$ cat config.mk
export PLATFORM = sky130hd
export DESIGN_NAME = dmem_minmax_scan_flat
export DESIGN_NICKNAME = d
export VERILOG_FILES = /design/src/rtl/dmem_minmax_scan_if.sv /design/src/rtl/dmem_minmax_scan.sv /design/src/flat_wrapper.sv
export SDC_FILE = /design/constraint.sdc
export NUM_CORES = 1
export LEC_CHECK = 0
export ABC_CLOCK_PERIOD_IN_PS = 6200
export CORE_UTILIZATION = 54
export CTS_CLUSTER_DIAMETER = 50
export DETAILED_ROUTE_END_ITERATION = 8
export GPL_ROUTABILITY_DRIVEN = 1
export GPL_TIMING_DRIVEN = 0
export MAX_ROUTING_LAYER = met4
export PLACE_DENSITY = 0.83
export SETUP_SLACK_MARGIN = 0.15
export SYNTH_ARGS = -nofsm -noshare
export SYNTH_HDL_FRONTEND = slang
export SYNTH_SLANG_ARGS = --single-unit
$ cat constraint.sdc
create_clock -name clk -period 6.2 [get_ports clk]
set_input_delay 0.93 -clock clk [delete_from_list [all_inputs] [get_ports clk]]
set_output_delay 0.93 -clock clk [all_outputs]
set_load 0.02 [all_outputs]
$ cat src/rtl/dmem_minmax_scan_if.sv
// Data-memory bus between the min/max scanner (master) and the single-port data memory (slave).
// Read data is valid the cycle after a cycle with mem_read=1.
interface dmem_minmax_scan_if #(
  parameter int WIDTH = 32
);
  logic             mem_read;
  logic             mem_write;
  logic [WIDTH-1:0] read_address;
  logic [WIDTH-1:0] write_address;
  logic [WIDTH-1:0] write_data;
  logic [WIDTH-1:0] mem_data;

  modport master (
    output mem_read, mem_write, read_address, write_address, write_data,
    input  mem_data
  );

  modport slave (
    input  mem_read, mem_write, read_address, write_address, write_data,
    output mem_data
  );
endinterface

$ cat src/rtl/dmem_minmax_scan.sv
// Scans a block of data memory for its max/min and writes both to fixed result words.
// Define SCAN_UNSIGNED_EN for unsigned comparisons (default is signed two's complement).
module dmem_minmax_scan #(
  parameter int WIDTH    = 32,
  parameter int ADDR_W   = 10,
  parameter int MAX_ADDR = 1022,
  parameter int MIN_ADDR = 1023
) (
  input  logic                clk,
  input  logic                reset,
  input  logic                start,
  input  logic [ADDR_W-1:0]   base_addr,
  input  logic [ADDR_W:0]     count,
  dmem_minmax_scan_if.master  bus,
  output logic                busy,
  output logic                done,
  output logic [WIDTH-1:0]    max_val,
  output logic [WIDTH-1:0]    min_val
);

  typedef enum logic [2:0] {
    IDLE   = 3'd0,
    READ   = 3'd1,
    DRAIN  = 3'd2,
    WR_MAX = 3'd3,
    WR_MIN = 3'd4,
    DONE   = 3'd5
  } state_t;

  state_t             state_q, state_d;
  logic [ADDR_W-1:0]  base_q, base_d;
  logic [ADDR_W:0]    cnt_q, cnt_d;
  logic [ADDR_W:0]    idx_q, idx_d;
  logic               first_q, first_d;
  logic               rd_pend_q, rd_pend_d;
  logic               mem_read_q, mem_read_d;
  logic               mem_write_q, mem_write_d;
  logic [ADDR_W-1:0]  rd_addr_q, rd_addr_d;
  logic [ADDR_W-1:0]  wr_addr_q, wr_addr_d;
  logic [WIDTH-1:0]   wr_data_q, wr_data_d;
  logic               busy_q, busy_d;
  logic               done_q, done_d;
  logic [WIDTH-1:0]   max_q, max_d;
  logic [WIDTH-1:0]   min_q, min_d;

  logic sample_gt_max;
  logic sample_lt_min;

`ifdef SCAN_UNSIGNED_EN
  assign sample_gt_max = bus.mem_data > max_q;
  assign sample_lt_min = bus.mem_data < min_q;
`else
  assign sample_gt_max = $signed(bus.mem_data) > $signed(max_q);
  assign sample_lt_min = $signed(bus.mem_data) < $signed(min_q);
`endif

  // Sample capture: runs independently of the FSM so DRAIN consumes the last read.
  always_comb begin
    max_d   = max_q;
    min_d   = min_q;
    first_d = first_q;
    if (rd_pend_q) begin
      first_d = 1'b0;
      if (first_q) begin
        max_d = bus.mem_data;
        min_d = bus.mem_data;
      end else begin
        if (sample_gt_max) max_d = bus.mem_data;
        if (sample_lt_min) min_d = bus.mem_data;
      end
    end
    if (state_q == IDLE && start && count != '0) begin
      first_d = 1'b1;
    end
  end

  always_comb begin
    state_d     = state_q;
    base_d      = base_q;
    cnt_d       = cnt_q;
    idx_d       = idx_q;
    rd_pend_d   = mem_read_q;
    mem_read_d  = 1'b0;
    mem_write_d = 1'b0;
    rd_addr_d   = '0;
    wr_addr_d   = '0;
    wr_data_d   = '0;
    busy_d      = 1'b0;
    done_d      = 1'b0;

    unique case (state_q)
      IDLE: begin
        if (start) begin
          if (count != '0) begin
            base_d     = base_addr;
            cnt_d      = count;
            idx_d      = {{ADDR_W{1'b0}}, 1'b1};
            mem_read_d = 1'b1;
            rd_addr_d  = base_addr;
            busy_d     = 1'b1;
            state_d    = READ;
          end else begin
            done_d  = 1'b1;
            state_d = DONE;
          end
        end
      end
      // idx_q counts addresses already issued; the first was issued leaving IDLE.
      READ: begin
        busy_d = 1'b1;
        if (idx_q == cnt_q) begin
          state_d = DRAIN;
        end else begin
          mem_read_d = 1'b1;
          rd_addr_d  = base_q + idx_q[ADDR_W-1:0];
          idx_d      = idx_q + 1'b1;
        end
      end
      DRAIN: begin
        busy_d      = 1'b1;
        mem_write_d = 1'b1;
        wr_addr_d   = ADDR_W'(MAX_ADDR);
        wr_data_d   = max_d;
        state_d     = WR_MAX;
      end
      WR_MAX: begin
        busy_d      = 1'b1;
        mem_write_d = 1'b1;
        wr_addr_d   = ADDR_W'(MIN_ADDR);
        wr_data_d   = min_q;
        state_d     = WR_MIN;
      end
      WR_MIN: begin
        done_d  = 1'b1;
        state_d = DONE;
      end
      DONE: begin
        state_d = IDLE;
      end
      default: begin
        state_d = IDLE;
      end
    endcase
  end

  always_ff @(posedge clk or negedge reset) begin
    if (!reset) begin
      state_q     <= IDLE;
      base_q      <= '0;
      cnt_q       <= '0;
      idx_q       <= '0;
      first_q     <= 1'b0;
      rd_pend_q   <= 1'b0;
      mem_read_q  <= 1'b0;
      mem_write_q <= 1'b0;
      rd_addr_q   <= '0;
      wr_addr_q   <= '0;
      wr_data_q   <= '0;
      busy_q      <= 1'b0;
      done_q      <= 1'b0;
      max_q       <= '0;
      min_q       <= '0;
    end else begin
      state_q     <= state_d;
      base_q      <= base_d;
      cnt_q       <= cnt_d;
      idx_q       <= idx_d;
      first_q     <= first_d;
      rd_pend_q   <= rd_pend_d;
      mem_read_q  <= mem_read_d;
      mem_write_q <= mem_write_d;
      rd_addr_q   <= rd_addr_d;
      wr_addr_q   <= wr_addr_d;
      wr_data_q   <= wr_data_d;
      busy_q      <= busy_d;
      done_q      <= done_d;
      max_q       <= max_d;
      min_q       <= min_d;
    end
  end

  assign bus.mem_read      = mem_read_q;
  assign bus.mem_write     = mem_write_q;
  assign bus.read_address  = {{(WIDTH-ADDR_W){1'b0}}, rd_addr_q};
  assign bus.write_address = {{(WIDTH-ADDR_W){1'b0}}, wr_addr_q};
  assign bus.write_data    = wr_data_q;
  assign busy              = busy_q;
  assign done              = done_q;
  assign max_val           = max_q;
  assign min_val           = min_q;

endmodule

$ cat src/flat_wrapper.sv
// flat-port wrapper written by rule: the top's interface ports become plain ports
module dmem_minmax_scan_flat 
#(
  parameter int WIDTH    = 32,
  parameter int ADDR_W   = 10,
  parameter int MAX_ADDR = 1022,
  parameter int MIN_ADDR = 1023
)
  (clk, reset, start, base_addr, count, busy, done, max_val, min_val, bus_mem_read, bus_mem_write, bus_read_address, bus_write_address, bus_write_data, bus_mem_data);
  dmem_minmax_scan_if #(.WIDTH(WIDTH)) bus_i ();
  input  logic clk;
  input  logic reset;
  input  logic start;
  input  logic [ADDR_W-1:0] base_addr;
  input  logic [ADDR_W:0] count;
  output logic busy;
  output logic done;
  output logic [WIDTH-1:0] max_val;
  output logic [WIDTH-1:0] min_val;
  output wire logic [$bits(bus_i.mem_read)-1:0] bus_mem_read;
  output wire logic [$bits(bus_i.mem_write)-1:0] bus_mem_write;
  output wire logic [$bits(bus_i.read_address)-1:0] bus_read_address;
  output wire logic [$bits(bus_i.write_address)-1:0] bus_write_address;
  output wire logic [$bits(bus_i.write_data)-1:0] bus_write_data;
  input wire logic [$bits(bus_i.mem_data)-1:0] bus_mem_data;
  assign bus_mem_read = bus_i.mem_read;
  assign bus_mem_write = bus_i.mem_write;
  assign bus_read_address = bus_i.read_address;
  assign bus_write_address = bus_i.write_address;
  assign bus_write_data = bus_i.write_data;
  assign bus_i.mem_data = bus_mem_data;
  dmem_minmax_scan #(.WIDTH(WIDTH), .ADDR_W(ADDR_W), .MAX_ADDR(MAX_ADDR), .MIN_ADDR(MIN_ADDR)) u_core (.clk(clk), .reset(reset), .start(start), .base_addr(base_addr), .count(count), .bus(bus_i), .busy(busy), .done(done), .max_val(max_val), .min_val(min_val));
endmodule
==> metrics.txt <==
PwrDens 550 mW/mm2; number of diodes 0; Peak supply drop 0.267 mV; DR WL/cell 17.6 um; Hold WS 0.452 ns; ys async rst share 1.00; CTS max path bufs 2; Worst-path clk slew 0.06 ns; Max Freq 253 MHz; Lkg Pwr 5.41 nW; Area growth syn-to-layout 31.7%; Total Power 6.21 mW; Worst EP required 6.52 ns; initial DRC count 549; clk root buf clkbuf_16; Sw Share 0.434; Worst setup SP type input pin; cell type with the largest total area after synthesis dfrtp_1; sequential fraction of the synthesis area 0.432; Tmin final 3.95 ns; Initial Util 0.558; Vias 7478; setup_tns 0 ns; outcome finished clean; Mapped Area 0.00858 mm2; top cells by count, synth dfrtp_1 (148), nand2_1 (119), inv_1 (76); period utilisation layout 0.637; Post-synth EDFFs 0; # DRC 0; ys flop type dfrtp_1; Worst Skew 0.00740 ns; Setup-failing EPs final 0; Hold Crit Start u_core.bus.mem_read; post-synth top area share 0.432; Worst path most repeated cell a21oi_1; most frequent cell after synthesis dfrtp_1; library cells used by synthesis 56; pin count of the biggest net entering global routing 94; RSZ-0062 raised after global routing false; hold-fix buffers at CTS 0; setup ws final 2.25 ns; H-tree lvl count 4; combinational share of power 0.562; CTS tree built; worst hold path class flop to flop; first-pass GRT wire length 36900 um; fin area 0.0113 mm2; crit-path max cell delay 0.65 ns; Die Wd 128 um; number of I/O port buffers 175; Ys Warns 0; routability congestion estimate 0.922; CP top delay family compound AO/OA/AOI/OAI gates; initial antenna violation count 0; DPL Wire Length 16800 um; cell internal pwr 3.51 mW; die span in y 128 um; post-CTS setup buffers 0; Die Area 0.0164 mm2; clock latency on the worst-skew pair 0.43 ns; number of routed nets with antenna violations 0; Mapped Cells 866; Max-cap violations 0; CTS sink cnt 148; layout cells sized above 1 0.151; DP Area 0.0108 mm2; vias in the first global route 7231; critical path startpoint bus_mem_data[21]; Total GRT Usage 0.302; core area 0.0154 mm2; Filler cells 1078; Mean Syn Cell Area 9.91 um2; placed cell count 1296; Placement Setup Slack 1.98 ns; Critical Path End Type flop; Avg Vias per Cell 5.65; Slew headroom 0.430; Critical Path Fanout Max 10; Slew Viols, Final 0; Buf+Inv Stages, Crit Path 2; fin util 0.735; Final #Nets 1234; drt total wl 23300 um; critical path's slowest cell clkbuf_1; Final Hold Vio Count 0; kind of critical path input pin to flop; cells along the critical path clkdlybuf4s50_1 > ha_1 > a21oi_1 > o21ai_0 > a21oi_1 > o211ai_1 > nor3b_1 > clkbuf_1 > o31ai_2 > a31oi_1; Area contributors post-synth dfrtp_1 (43%), ha_1 (11%), nand2_1 (5.2%); Tightest Pin Transition 0.853 ns; Reg2Reg Launch Point u_core.max_val[23]; post-cts resize count 0; Sw Pwr 2.69 mW; FP Rows 45; Synth Register Bits 148; grt ovf 0; arrival time worst endpoint 4.27 ns; CTS Buf Count 17; clock share of power 0.149; I/O pin count 220; drt pass-1 iters 5; non-filler instance count after layout 1323; sequential power share 0.288
-- power groups by stage --
stage | combinational, mW | sequential [mW] | clock [mW]
floorplan | 1.70 | 2.14 | 0
global placement | 3.35 | 1.79 | 0
detailed placement | 3.44 | 1.79 | 0
CTS | 3.48 | 1.78 | 0.928
global route | 3.77 | 1.84 | 0.978
finish | 3.49 | 1.79 | 0.927
-- cells by family (layout without fill, tap and decap cells) --
| group | Yosys count | after routing | synth area share |
|---|---|---|---|
| xor gates and xnor gates | 29 | 29 | 0.0296 |
| adders and majority gates | 74 | 74 | 0.109 |
| muxes | 33 | 33 | 0.0433 |
| buffers and inverters | 171 | 374 | 0.105 |
| DFF | 148 | 148 | 0.432 |
| other | 1 | 44 | 0.000437 |
| AOI/OAI and AO/OA | 192 | 192 | 0.162 |
| and+or+nand+nor | 218 | 218 | 0.119 |
-- flip-flops by register name, summed over array words and instances, names as in the netlist --
| register | flops |
|---|---|
| u_core.rd_addr_q | 10 |
| u_core.bus.write_data | 32 |
| u_core.state_q | 3 |
| u_core.rd_pend_q | 1 |
| u_core.cnt_q | 11 |
| u_core.bus.mem_read | 1 |
| u_core.base_q | 10 |
| u_core.first_q | 1 |
| u_core.min_val | 32 |
| u_core.wr_addr_q | 2 |
| u_core.busy | 1 |
| u_core.done | 1 |
| u_core.max_val | 32 |
| u_core.idx_q | 11 |
-- cell usage in the layout (no fill, tap or decap), types with 29 or more instances in the layout --
master,n
clkdlybuf4s50_1,174
dfrtp_1,148
nand2_1,119
inv_1,76
ha_1,73
o21ai_0,57
buf_4,57
conb_1,44
nand4_1,42
a21oi_1,35
a31oi_1,33
mux2_2,33
o31ai_2,29
-- final timing paths --
kind,to,slack (ns),cells after the start
max,u_core.bus.write_data[12],2.25,10
min,u_core.rd_pend_q,0.45,0
max reg2reg,u_core.bus.write_data[12],2.87,10
min reg2reg,u_core.rd_pend_q,0.45,0
max in group asynchronous,u_core.rd_addr_q[6],4.89,2
min in group asynchronous,u_core.bus.write_data[26],0.46,1
-- metal layers --
metal / global-route usage / vias to the layer above / part of all wire
met1: 0.363 / 3587 / 0.40
met5: - / - / 0
met2: 0.484 / 374 / 0.49
met4: 0.135 / 0 / 0.034
met3: 0.0714 / 87 / 0.080
li1: - / 3430 / -
-- layout make-up --
| type | instances | area [um2] | share of cell area |
|---|---|---|---|
| Tap cell | 211 | 264 | 0.0234 |
| Sequential cell | 148 | 3700 | 0.328 |
| Multi-Input combinational cell | 590 | 4140 | 0.366 |
| Inverter | 77 | 289 | 0.0256 |
| Clock buffer | 21 | 450 | 0.0399 |
| Clock inverter | 6 | 60.1 | 0.00532 |
| Buffer | 94 | 614 | 0.0544 |
| Timing Repair Buffer | 176 | 1780 | 0.158 |
Note: power is estimated with default switching activity, not from simulation.
